--- config.mk ---
export PLATFORM = sky130hd
export DESIGN_NAME = hex_entry
export DESIGN_NICKNAME = d
export VERILOG_FILES = /design/src/rtl/labkit_pkg.sv /design/src/rtl/btn_edge.sv /design/src/rtl/hex_entry.sv
export SDC_FILE = /design/constraint.sdc
export NUM_CORES = 1
export LEC_CHECK = 0
export BUFFER_PORTS_ARGS = -buffer_cell sky130_fd_sc_hd__buf_2
export CAP_MARGIN = 20
export CORE_AREA = 2 2 119 167
export CTS_CLUSTER_SIZE = 8
export DETAILED_ROUTE_END_ITERATION = 12
export DIE_AREA = 0 0 121 169
export GPL_TIMING_DRIVEN = 0
export PLACE_DENSITY = 0.42
export SYNTH_ARGS = -nofsm -noshare
export SYNTH_HDL_FRONTEND = slang
export SYNTH_HIERARCHICAL = 1
export SYNTH_SLANG_ARGS = --single-unit
--- constraint.sdc ---
create_clock -name clock -period 3.9 [get_ports clock]
set_input_delay 0.39 -clock clock [delete_from_list [all_inputs] [get_ports clock]]
set_output_delay 0.39 -clock clock [all_outputs]
set_load 0.02 [all_outputs]
--- src/rtl/labkit_pkg.sv ---
// Shared types and constants for the labkit front-panel input path.
// Event indices double as the priority order: a lower index wins.
package labkit_pkg;

    typedef enum logic {
        EDIT    = 1'b0,
        PENDING = 1'b1
    } state_t;

    typedef enum logic [2:0] {
        ACT_NONE,
        ACT_CLEAR,
        ACT_COMMIT,
        ACT_WRITE,
        ACT_LEFT,
        ACT_RIGHT
    } action_t;

    localparam int NIBBLE_W          = 4;
    localparam int BLINK_DIV_DEFAULT = 12_500_000;

    localparam int NUM_BTNS  = 5;
    localparam int EV_CLEAR  = 0;
    localparam int EV_COMMIT = 1;
    localparam int EV_WRITE  = 2;
    localparam int EV_LEFT   = 3;
    localparam int EV_RIGHT  = 4;

endpackage

--- src/rtl/btn_edge.sv ---
// Rising-edge detector for one debounced button level.
// The input register plus one history flop give the one-cycle press-to-event latency.
module btn_edge (
    input  logic clock,
    input  logic reset_n,
    input  logic level,
    output logic pulse
);

    logic level_q;
    logic prev_q;

    always_ff @(posedge clock or negedge reset_n) begin
        if (!reset_n) begin
            level_q <= 1'b0;
            prev_q  <= 1'b0;
        end else begin
            level_q <= level;
            prev_q  <= level_q;
        end
    end

    assign pulse = level_q & ~prev_q;

endmodule

--- src/rtl/hex_entry.sv ---
// Front-panel hex word editor: builds a word digit by digit, blinks the cursor digit,
// and hands committed words to the processor over a valid/ready handshake.
module hex_entry
    import labkit_pkg::*;
#(
    parameter int DIGITS    = 8,
    parameter int BLINK_DIV = BLINK_DIV_DEFAULT
) (
    input  logic                         clock,
    input  logic                         reset_n,
    input  logic [NIBBLE_W-1:0]          digit_in,
    input  logic                         btn_left,
    input  logic                         btn_right,
    input  logic                         btn_write,
    input  logic                         btn_commit,
    input  logic                         btn_clear,
    output logic [NIBBLE_W*DIGITS-1:0]   edit_word,
    output logic [$clog2(DIGITS)-1:0]    cursor,
    output logic [DIGITS-1:0]            blank_mask,
    output logic [NIBBLE_W*DIGITS-1:0]   out_data,
    output logic                         out_valid,
    input  logic                         out_ready,
    output state_t                       state
);

    // Handshake: a word transfers on the first edge where out_valid and out_ready are
    // both high; out_data is frozen while out_valid is high, and out_ready may lead.

    localparam int CUR_W = $clog2(DIGITS);
    localparam int BW    = (BLINK_DIV > 1) ? $clog2(BLINK_DIV) : 1;
    localparam logic [CUR_W-1:0] CUR_LAST   = CUR_W'(DIGITS - 1);
    localparam logic [BW-1:0]    BLINK_LAST = BW'(BLINK_DIV - 1);

    logic [NUM_BTNS-1:0] levels;
    logic [NUM_BTNS-1:0] ev;
    logic [NIBBLE_W-1:0] digit_q;
    logic [BW-1:0]       blink_cnt;
    logic                phase;
    action_t             act;

    always_comb begin
        levels            = '0;
        levels[EV_CLEAR]  = btn_clear;
        levels[EV_COMMIT] = btn_commit;
        levels[EV_WRITE]  = btn_write;
        levels[EV_LEFT]   = btn_left;
        levels[EV_RIGHT]  = btn_right;
    end

    for (genvar i = 0; i < NUM_BTNS; i++) begin : g_btn
        btn_edge u_edge (
            .clock   (clock),
            .reset_n (reset_n),
            .level   (levels[i]),
            .pulse   (ev[i])
        );
    end

    // One action per cycle; a commit while a word is pending is treated as absent.
    always_comb begin
        act = ACT_NONE;
        if (ev[EV_CLEAR])                         act = ACT_CLEAR;
        else if (ev[EV_COMMIT] && state == EDIT)  act = ACT_COMMIT;
        else if (ev[EV_WRITE])                    act = ACT_WRITE;
        else if (ev[EV_LEFT])                     act = ACT_LEFT;
        else if (ev[EV_RIGHT])                    act = ACT_RIGHT;
    end

    always_ff @(posedge clock or negedge reset_n) begin
        if (!reset_n) begin
            state     <= EDIT;
            edit_word <= '0;
            cursor    <= '0;
            out_data  <= '0;
            out_valid <= 1'b0;
            digit_q   <= '0;
            blink_cnt <= '0;
            phase     <= 1'b0;
        end else begin
            // digit_q lines up with the event, so a held button writes the press-time digit.
            digit_q <= digit_in;

            case (act)
                ACT_CLEAR: begin
                    edit_word <= '0;
                    cursor    <= '0;
                end
                ACT_COMMIT: begin
                    out_data  <= edit_word;
                    out_valid <= 1'b1;
                    state     <= PENDING;
                end
                ACT_WRITE: edit_word[NIBBLE_W*int'(cursor) +: NIBBLE_W] <= digit_q;
                ACT_LEFT:  cursor <= (cursor == CUR_LAST) ? '0 : cursor + 1'b1;
                ACT_RIGHT: cursor <= (cursor == '0) ? CUR_LAST : cursor - 1'b1;
                default: ;
            endcase

            if (state == PENDING && out_ready) begin
                out_valid <= 1'b0;
                state     <= EDIT;
            end

            // Any visible edit restarts the blink in the shown phase.
            if (act inside {ACT_CLEAR, ACT_WRITE, ACT_LEFT, ACT_RIGHT}) begin
                blink_cnt <= '0;
                phase     <= 1'b0;
            end else if (blink_cnt == BLINK_LAST) begin
                blink_cnt <= '0;
                phase     <= ~phase;
            end else begin
                blink_cnt <= blink_cnt + 1'b1;
            end
        end
    end

    always_comb begin
        blank_mask = '0;
        if (phase) blank_mask[cursor] = 1'b1;
    end

endmodule
### After elaboration in Yosys (flattened, before gate mapping)

Index checks and enable logic that the tools add are counted.

* $add $sub $neg: 4
* order comparisons: 2
* eq/ne operators: 7
* shift-type cells: 2
* mux-type cells: 19
* bitwise gates (word level): 12
* reduce and logical (&&, ||, !) cells: 9

Operator list (number)
* $pmux W32 S2: 1
* $mux W24: 2
* $neg A5 Y33: 1
* $shift A4 B33 Y32 const A: 1
* $shiftx A4 B33 Y32: 1
* $bwmux W32: 1
* $add A24 B1 Y24 const B: 1
* $eq A24 B24 Y1 const B: 1
* $mux W3: 7
* $eq A3 B3 Y1 const B: 3
* $pmux W3 S3: 1
* $mux W8: 1
* $not A1 Y1: 7
* $eq A3 B2 Y1 const B: 2
* $reduce_bool A2 Y1: 3
* $and A1 B1 Y1: 5
* $mux W1: 5
* $lt A3 B4 Y1 const B: 1
* $reduce_bool A4 Y1: 1
* $add A3 B1 Y3 const B: 1
* $demux W1 S3: 1
* $eq A3 B1 Y1 const B: 1
* $ge A3 B1 Y1 const B: 1
* $logic_and A1 B1 Y1: 3
* 3 further kinds: 3

* register bits: 107
* input port bits: 12
* output and inout port bits: 77
* word-level logic and storage cells: 72

### Longest topological paths before layout

Gate-level depths: netlist of the first run.

* word-level depth: 10
* depth in mapped cells: 8
* gate-level depth less buffers: 7

### Modules after synthesis

Netlist of the first run, hierarchy kept.

Modules (own cells, without submodules)
* hex_entry: instances 1, cells each 364, area each 4345.4 sq um, seq. area each 2427.3 sq um
* btn_edge: instances 5, cells each 3, area each 63.8 sq um, seq. area each 50.0 sq um

### Worst setup path after synthesis of the first run

Ideal clock, no wire load.

* path type: reg2reg
* start point: register cursor[0]
* end point: register edit_word[0]
* library setup time: 0.125 ns
* arrival: 2.487 ns
* data required time: 3.775 ns
* setup slack: 1.288 ns
* stages on the path, launching flop included: 8
* buffers on the path: 1
* period minus slack after synthesis: 2.612 ns
* cell sequence: dfrtp_1 clkbuf_1 inv_1 ha_1 ha_1 or3_1 nor2_1 mux2_2

* cells in the longest elaborated chain, start to end: 4
* elaborated cells between the ends (all ways): 5
* classes of those cells: add/sub (1); shift (2); mux (2)

Ends and longest elaborated chain
* start, declared: line hex_entry.sv:18 `output logic [$clog2(DIGITS)-1:0] cursor,`
* start signal, assigned: line hex_entry.sv:94 `ACT_LEFT: cursor <= (cursor == CUR_LAST) ? '0 : cursor + 1'b1;`
* start signal, assigned: line hex_entry.sv:95 `ACT_RIGHT: cursor <= (cursor == '0) ? CUR_LAST : cursor - 1'b1;`
* $neg A5 Y33 (*): line hex_entry.sv:93 `ACT_WRITE: edit_word[NIBBLE_W*int'(cursor) +: NIBBLE_W] <= digit_q;`
* $shiftx A4 B33 Y32 or $shift A4 B33 Y32 (tied branches): line hex_entry.sv:93
* $bwmux W32 (*): line hex_entry.sv:93
* $pmux W32 S2 (*): line hex_entry.sv:83 `case (act)`
* end signal, assigned by index: line hex_entry.sv:93
* end, declared: line hex_entry.sv:17 `output logic [NIBBLE_W*DIGITS-1:0] edit_word,`

Every way passes the cells marked *; elsewhere a longest branch is shown, timed or not.
A chain may end at the register's enable or synchronous reset.

### Worst setup path after layout of the first run

* start point: register cursor[0]
* end point: register edit_word[1]

The elaborated chain is that of the path after synthesis.

==> results_dict.tcl, run 1 <==
set metrics [dict create \
    gp_congestion 0.8301 \
    switching_share_pct 29.21 \
    fmax_mhz 335.9 \
    yosysSeqAreaShare_pct 57.40 \
    switching_power_w 0.0007542 \
    final-setup-viol-count 0 \
    finalSetupTns_ns 0 \
    ir_drop_uv 193.2 \
    drv_slew 0 \
    dieWidth_um 121 \
    hold_ws_ns 0.01086 \
    n_antenna_cell 0 \
    n_fill_cell 1937 \
    critPathArrivalTime_ns 3.21 \
    period_needed_ns 2.977 \
    worst_pin_slew_ns 0.8060 \
    clkTransAtPathRegs_ns 0.08 \
    nets 501 \
    p_seq_share_pct 46.6 \
    fin_skew_ns 0.01411 \
    max_stage_delay_ns 0.49 \
    start_kind "flop" \
    worstSetupPathType "reg -> reg" \
    routedWlPerCell_um 15.54 \
    cts_root_buf "clkbuf_16" \
    p_int_w 0.001827 \
    cellLeakagePower_nw 2.783 \
    drive_gt1_share_pct 34.50 \
    grt_max_degree 70 \
    drc 0 \
    cts_tree "yes" \
    worst-path-buf-inv 2 \
    path_cells "clkbuf_1 -> inv_1 -> ha_1 -> ha_1 -> or3_1 -> nor2_1 -> mux2_2" \
    rows 60 \
    hpwlAfterDp_mm 8.546 \
    critPathCaptureType "flop" \
    hold_viol_final 0 \
    antenna_found_initial 1 \
    cp_common_cell "ha_1" \
    synth-edff-count 0 \
    crit_fanout 10 \
    cts_hold_buf 0 \
    async_flop_share_pct 100.0 \
    rsz0062_at_grt "no" \
    grt_pass1_wl_mm 18.67 \
    pre_cts_slack_ns 0.9103 \
    clock_latency_ns 0.35 \
    outcome "complete, no violations" \
    num_vias 3298 \
    cts_setup_buffers 0 \
    htree_levels 3 \
    synth_cells 379 \
    cts.repair.resized 0 \
    ys_top_cells_by_count "dfrtp_1, mux2_2, nor2_1, a22o_1, a21oi_1" \
    yosysMostFrequentCell "dfrtp_1" \
    coreArea_um2 18990 \
    ant_nets 0 \
    synth-main-ff-cell "dfrtp_1" \
    grt_pass1_vias 3480 \
    rr_worst_depth 7 \
    area_growth_syn_to_layout_pct 23.52 \
    grt_usage_pct 11.67 \
    p_comb_share_pct 16.1 \
    synth_warnings 6 \
    yosysTopAreaCell "dfrtp_1" \
    hp-class "in -> async" \
    cpMaxStageDelayCell "dfrtp_1" \
    die_area_um2 20450 \
    drt_first_pass_iters 4 \
    dieHeight_um 169 \
    crit_required_ns 4.13 \
    synthesis.area_um2 4664 \
    power_frac_clock_pct 37.3 \
    path_depth 7 \
    synthTopCellsByArea "dfrtp_1, mux2_2, a22o_1" \
    dr.first_iter.drc_count 151 \
    avgSynthCellArea_um2 12.31 \
    drv_cap 0 \
    finalWirelength_mm 11.37 \
    yosys.cell_types.count 47 \
    synthDominantCellAreaShare_pct 57.40 \
    power_density_nw_per_um2 448.1 \
    ioPinCount 89 \
    cts_made_buffers 9 \
    slew_headroom_pct 45.51 \
    synth_fp_nets 401 \
    grt-ovfl-total 0 \
    port_buffers 88 \
    synth_seq_cells 107 \
    fin_crit_sh_pct 76.33 \
    crit_family "simple AND/OR/NAND/NOR gates" \
    vias_per_cell 4.505 \
    setup_slack_ns 0.9232 \
    start_util_pct 24.56 \
    cts_buffer_depth 2 \
    cts.sinks 107 \
]
-- path summary, 6_finish.rpt --
kind / startpoint / endpoint / slack [ns]
max: cursor[0]$_DFFE_PN0P_ / edit_word[1]$_DFFE_PN0P_ / 0.92
min: reset_n / out_data[30]$_DFFE_PN0N_ / 0.01
max reg2reg: cursor[0]$_DFFE_PN0P_ / edit_word[1]$_DFFE_PN0P_ / 0.92
min reg2reg: g_btn[1].u_edge/level_q$_DFF_PN0_ / g_btn[1].u_edge/prev_q$_DFF_PN0_ / 0.39
max in group asynchronous: reset_n / blink_cnt[23]$_DFF_PN0_ / 3.15
min in group clock: btn_write / g_btn[2].u_edge/level_q$_DFF_PN0_ / 0.15
-- power by group through the flow --
stage	registers, W	clock network (W)	logic (W)
after detailed placement	0.00123	0	0.000420
after floorplan	0.00126	0	0.000230
after global routing	0.00121	0.00105	0.000458
after CTS	0.00120	0.000997	0.000423
after global placement	0.00122	0	0.000415
final	0.00120	0.000963	0.000416
-- stage by stage --
step | std cells | total power, W | utilization [%] | instance area (um2)
floorplan | 379 | 0.001488 | - | 4664
global placement | 715 | 0.001639 | 28.51 | 5415
detailed placement | 716 | 0.001646 | 28.67 | 5445
CTS | 732 | 0.002624 | 30.34 | 5762
global route | 732 | 0.002717 | 30.34 | 5762
finish | 732 | 0.002582 | 30.34 | 5762
-- registers in the layout, indices dropped and copies added, names as in the netlist --
signal / count
edit_word: 32
out_data: 32
blink_cnt: 24
g_btn.u_edge/level_q: 5
g_btn.u_edge/prev_q: 5
digit_q: 4
cursor: 3
phase: 1
state: 1
-- kinds of logic (layout without fill, tap and decap cells) --
group | Yosys count | after routing | synth area share [%]
AOI/OAI and AO/OA | 66 | 66 | 10.09
xor gates and xnor gates | 10 | 10 | 1.878
adders and majority gates | 10 | 10 | 2.682
buffers and inverters | 26 | 131 | 2.709
DFF | 107 | 107 | 57.40
muxes | 43 | 43 | 10.33
and+or+nand+nor | 117 | 117 | 14.91
-- layer usage --
| layer | track usage, % | part of all wire, % |
|---|---|---|
| met4 | 4.499 | 1.9 |
| met3 | 2.729 | 4.2 |
| met1 | 13.75 | 43 |
| met2 | 20.37 | 51 |
| met5 | 0 | 0.11 |
-- worst reg2reg max path, cell delays in order (launching register included) --
cell	delay (ns)
dfrtp_1	0.49
clkbuf_1	0.41
inv_1	0.18
ha_1	0.26
ha_1	0.31
or3_1	0.47
nor2_1	0.36
mux2_2	0.39
-- area by class of cell --
| class | count | area, um2 | share of cell area, % |
|---|---|---|---|
| tap | 248 | 310.3 | 5.385 |
| clock inverter | 7 | 91.34 | 1.585 |
| clock buffer | 9 | 225.2 | 3.909 |
| inverter | 9 | 33.78 | 0.5863 |
| timing repair buffer | 89 | 470.5 | 8.165 |
| multi-input combinational | 246 | 1861 | 32.29 |
| sequential | 107 | 2678 | 46.47 |
| buffer | 17 | 92.59 | 1.607 |
-- layout by cell type (no fill, tap or decap), types with 3 or more instances in the layout --
cell type	instances
o21ai_0	7
o31ai_1	7
dfrtp_1	107
nand2_1	14
or4_1	6
a22o_1	24
clkbuf_1	7
nand3b_1	4
nor2_1	32
or3_1	7
nand2b_1	3
clkbuf_16	9
xnor2_1	8
or4_4	4
buf_2	88
ha_1	10
mux2_2	41
buf_1	4
inv_1	9
nor2b_1	13
nor2b_4	5
nor3_1	6
buf_4	3
nand3_1	9
nand4_1	4
a21oi_1	18
No activity file was read; power rests on OpenSTA's default activity.
==> inputs of run 2 (changes only) <==
Clock period 3.9 ns to 3 ns, I/O delays scaled along.
==> run 2 against run 1 <==
  * Flip-flop and latch count is the same
  * First-iteration DRC count is 5.3% lower
  * Clock-buffer cell count is the same
  * Via count rose by 0.21%
  * Register-to-register slack worse by 0.74 ns
  * Sequential power is 30% higher
  * Core utilization grew 0.059 points
  * Worst setup slack got worse by 0.74 ns
  * Clock skew decreased by 0.0016 ns
  * Power grew 30%
  * Wire length increased by 0.66%
  * Critical path depth unchanged
  * Highest routed layer unchanged
==> results_dict.tcl, run 2 (synthesis results as in run 1) <==
set metrics [dict create \
    outcome "complete, no violations" \
    start_kind "flop" \
    critPathCaptureType "flop" \
    nets 502 \
    fin_skew_ns 0.01254 \
    cts.sinks 107 \
    rr_worst_depth 7 \
    cts_setup_buffers 0 \
    dr.first_iter.drc_count 143 \
    grt_max_degree 70 \
    grt_usage_pct 11.69 \
    fin_crit_sh_pct 93.76 \
    cts_made_buffers 9 \
    crit_fanout 8 \
    antenna_found_initial 1 \
    ir_drop_uv 257.1 \
    finalSetupTns_ns 0 \
    regToRegStartpoint "cursor[1]$_DFFE_PN0P_" \
    area_growth_syn_to_layout_pct 23.77 \
    finish.utilization_pct 30.40 \
    cts_root_buf "clkbuf_16" \
    num_vias 3305 \
    fmax_mhz 355.5 \
    dieHeight_um 169 \
    drive_gt1_share_pct 34.64 \
    worstSetupPathType "reg -> reg" \
    ioPinCount 89 \
    n_antenna_cell 0 \
    coreArea_um2 18990 \
    r2r-end "edit_word[1]$_DFFE_PN0P_" \
    cts_tree "yes" \
    rsz0062_at_grt "no" \
    critPathArrivalTime_ns 3.05 \
    crit_required_ns 3.24 \
    cts_buffer_depth 2 \
    grt-ovfl-total 0 \
    holdPathEnd "g_btn[2].u_edge/level_q$_DFF_PN0_" \
    final_area_um2 5773 \
    r2r_slack_ns 0.19 \
    routedWlPerCell_um 15.62 \
    dieWidth_um 121 \
    htree_levels 3 \
    drv_cap 0 \
    start_util_pct 24.56 \
    cellLeakagePower_nw 2.790 \
    vias_per_cell 4.509 \
    grt_pass1_wl_mm 18.70 \
    drt_first_pass_iters 4 \
    period_needed_ns 2.813 \
    n_fill_cell 1935 \
    drv_slew 0 \
    rows 60 \
    hp-class "in -> reg" \
    die_area_um2 20450 \
    final_cell_mix "dfrtp_1, buf_2, mux2_2" \
    final_common_cell "dfrtp_1" \
    power_density_nw_per_um2 582.8 \
    post_dp_cell_area_um2 5445 \
    drc 0 \
    clkTransAtPathRegs_ns 0.08 \
    gp_congestion 0.8301 \
    min-delay-start "btn_write" \
    worst_pin_slew_ns 0.8068 \
    hold_viol_final 0 \
    ant_nets 0 \
    finalPower_w 0.003365 \
    finalWirelength_mm 11.45 \
    hpwlAfterDp_mm 8.546 \
    clock_latency_ns 0.35 \
    grt_pass1_vias 3492 \
    reg_top3 "edit_word (32), out_data (32), blink_cnt (24)" \
    slew_headroom_pct 45.46 \
    final-setup-viol-count 0 \
    port_buffers 88 \
    holdPathStages 1 \
]
run 2: cell types whose count changed in the layout (fill, tap and decap cells not counted), sizes merged:
cell | before | now
dlygate4sd3 | 0 | 1
run 2: cell type report:
| type | count | area [um2] | area share [%] |
|---|---|---|---|
| clock buffers | 9 | 225.2 | 3.901 |
| plain buffers | 17 | 93.84 | 1.625 |
| repair buffers | 90 | 480.5 | 8.322 |
| inverters | 9 | 33.78 | 0.5852 |
| flip-flops and latches | 107 | 2678 | 46.38 |
| multi-input cells | 246 | 1861 | 32.23 |
| well taps | 248 | 310.3 | 5.375 |
| clock inverters | 7 | 91.34 | 1.582 |
run 2: critical path, stage by stage (launching register included):
cell and delay [ns]:
dfrtp_1 0.44, clkbuf_1 0.34, inv_1 0.16, ha_1 0.24, ha_1 0.31, or3_1 0.46
nor2_1 0.36, mux2_2 0.39
run 2: how the worst max path moves through the flow:
| stage | start | to | slack [ns] | cells after the start |
|---|---|---|---|---|
| after floorplan | cursor[0]$_DFFE_PN0P_ | edit_word[0]$_DFFE_PN0P_ | 0.39 | 7 |
| after global placement | cursor[0]$_DFFE_PN0P_ | edit_word[0]$_DFFE_PN0P_ | 0.05 | 7 |
| after detailed placement | cursor[0]$_DFFE_PN0P_ | edit_word[3]$_DFFE_PN0P_ | 0.01 | 7 |
| after global routing | cursor[1]$_DFFE_PN0P_ | edit_word[17]$_DFFE_PN0P_ | 0.03 | 7 |
| final | cursor[1]$_DFFE_PN0P_ | edit_word[1]$_DFFE_PN0P_ | 0.19 | 7 |
| after CTS | cursor[0]$_DFFE_PN0P_ | edit_word[0]$_DFFE_PN0P_ | 0.0009 | 7 |
run 2: power breakdown:
group | total (W) | switching, W | internal, W | leakage [nW]
clock network | 0.00126 | 0.000587 | 0.000670 | 0.157
registers | 0.00156 | 0.0000606 | 0.00150 | 1.45
logic | 0.000544 | 0.000339 | 0.000205 | 1.18
run 2: per-layer routing:
layer	GRT usage (%)	share of wire, %	routed length [um]
met4	4.499	2.3	269
met3	2.729	4.2	484
met5	0	0.11	13
met2	20.42	51	5815
met1	13.75	42	4864
run 2: stage by stage:
step	hold slack, ns	std cells	worst slack, ns
6_report	0.05554	733	0.1872
5_1_grt	0.03415	733	0.03261
4_1_cts	0.04201	733	0.0008864
3_5_place_dp	0.3245	716	0.01029
3_3_place_gp	0.3705	715	0.04555
2_1_floorplan	0.004409	379	0.3879
run 2: what timing repair did:
action	4_1_cts	5_1_grt
setup endpoints to repair	0	28
hold endpoints to repair	38	0
resized for setup	0	2
hold buffers	1	0
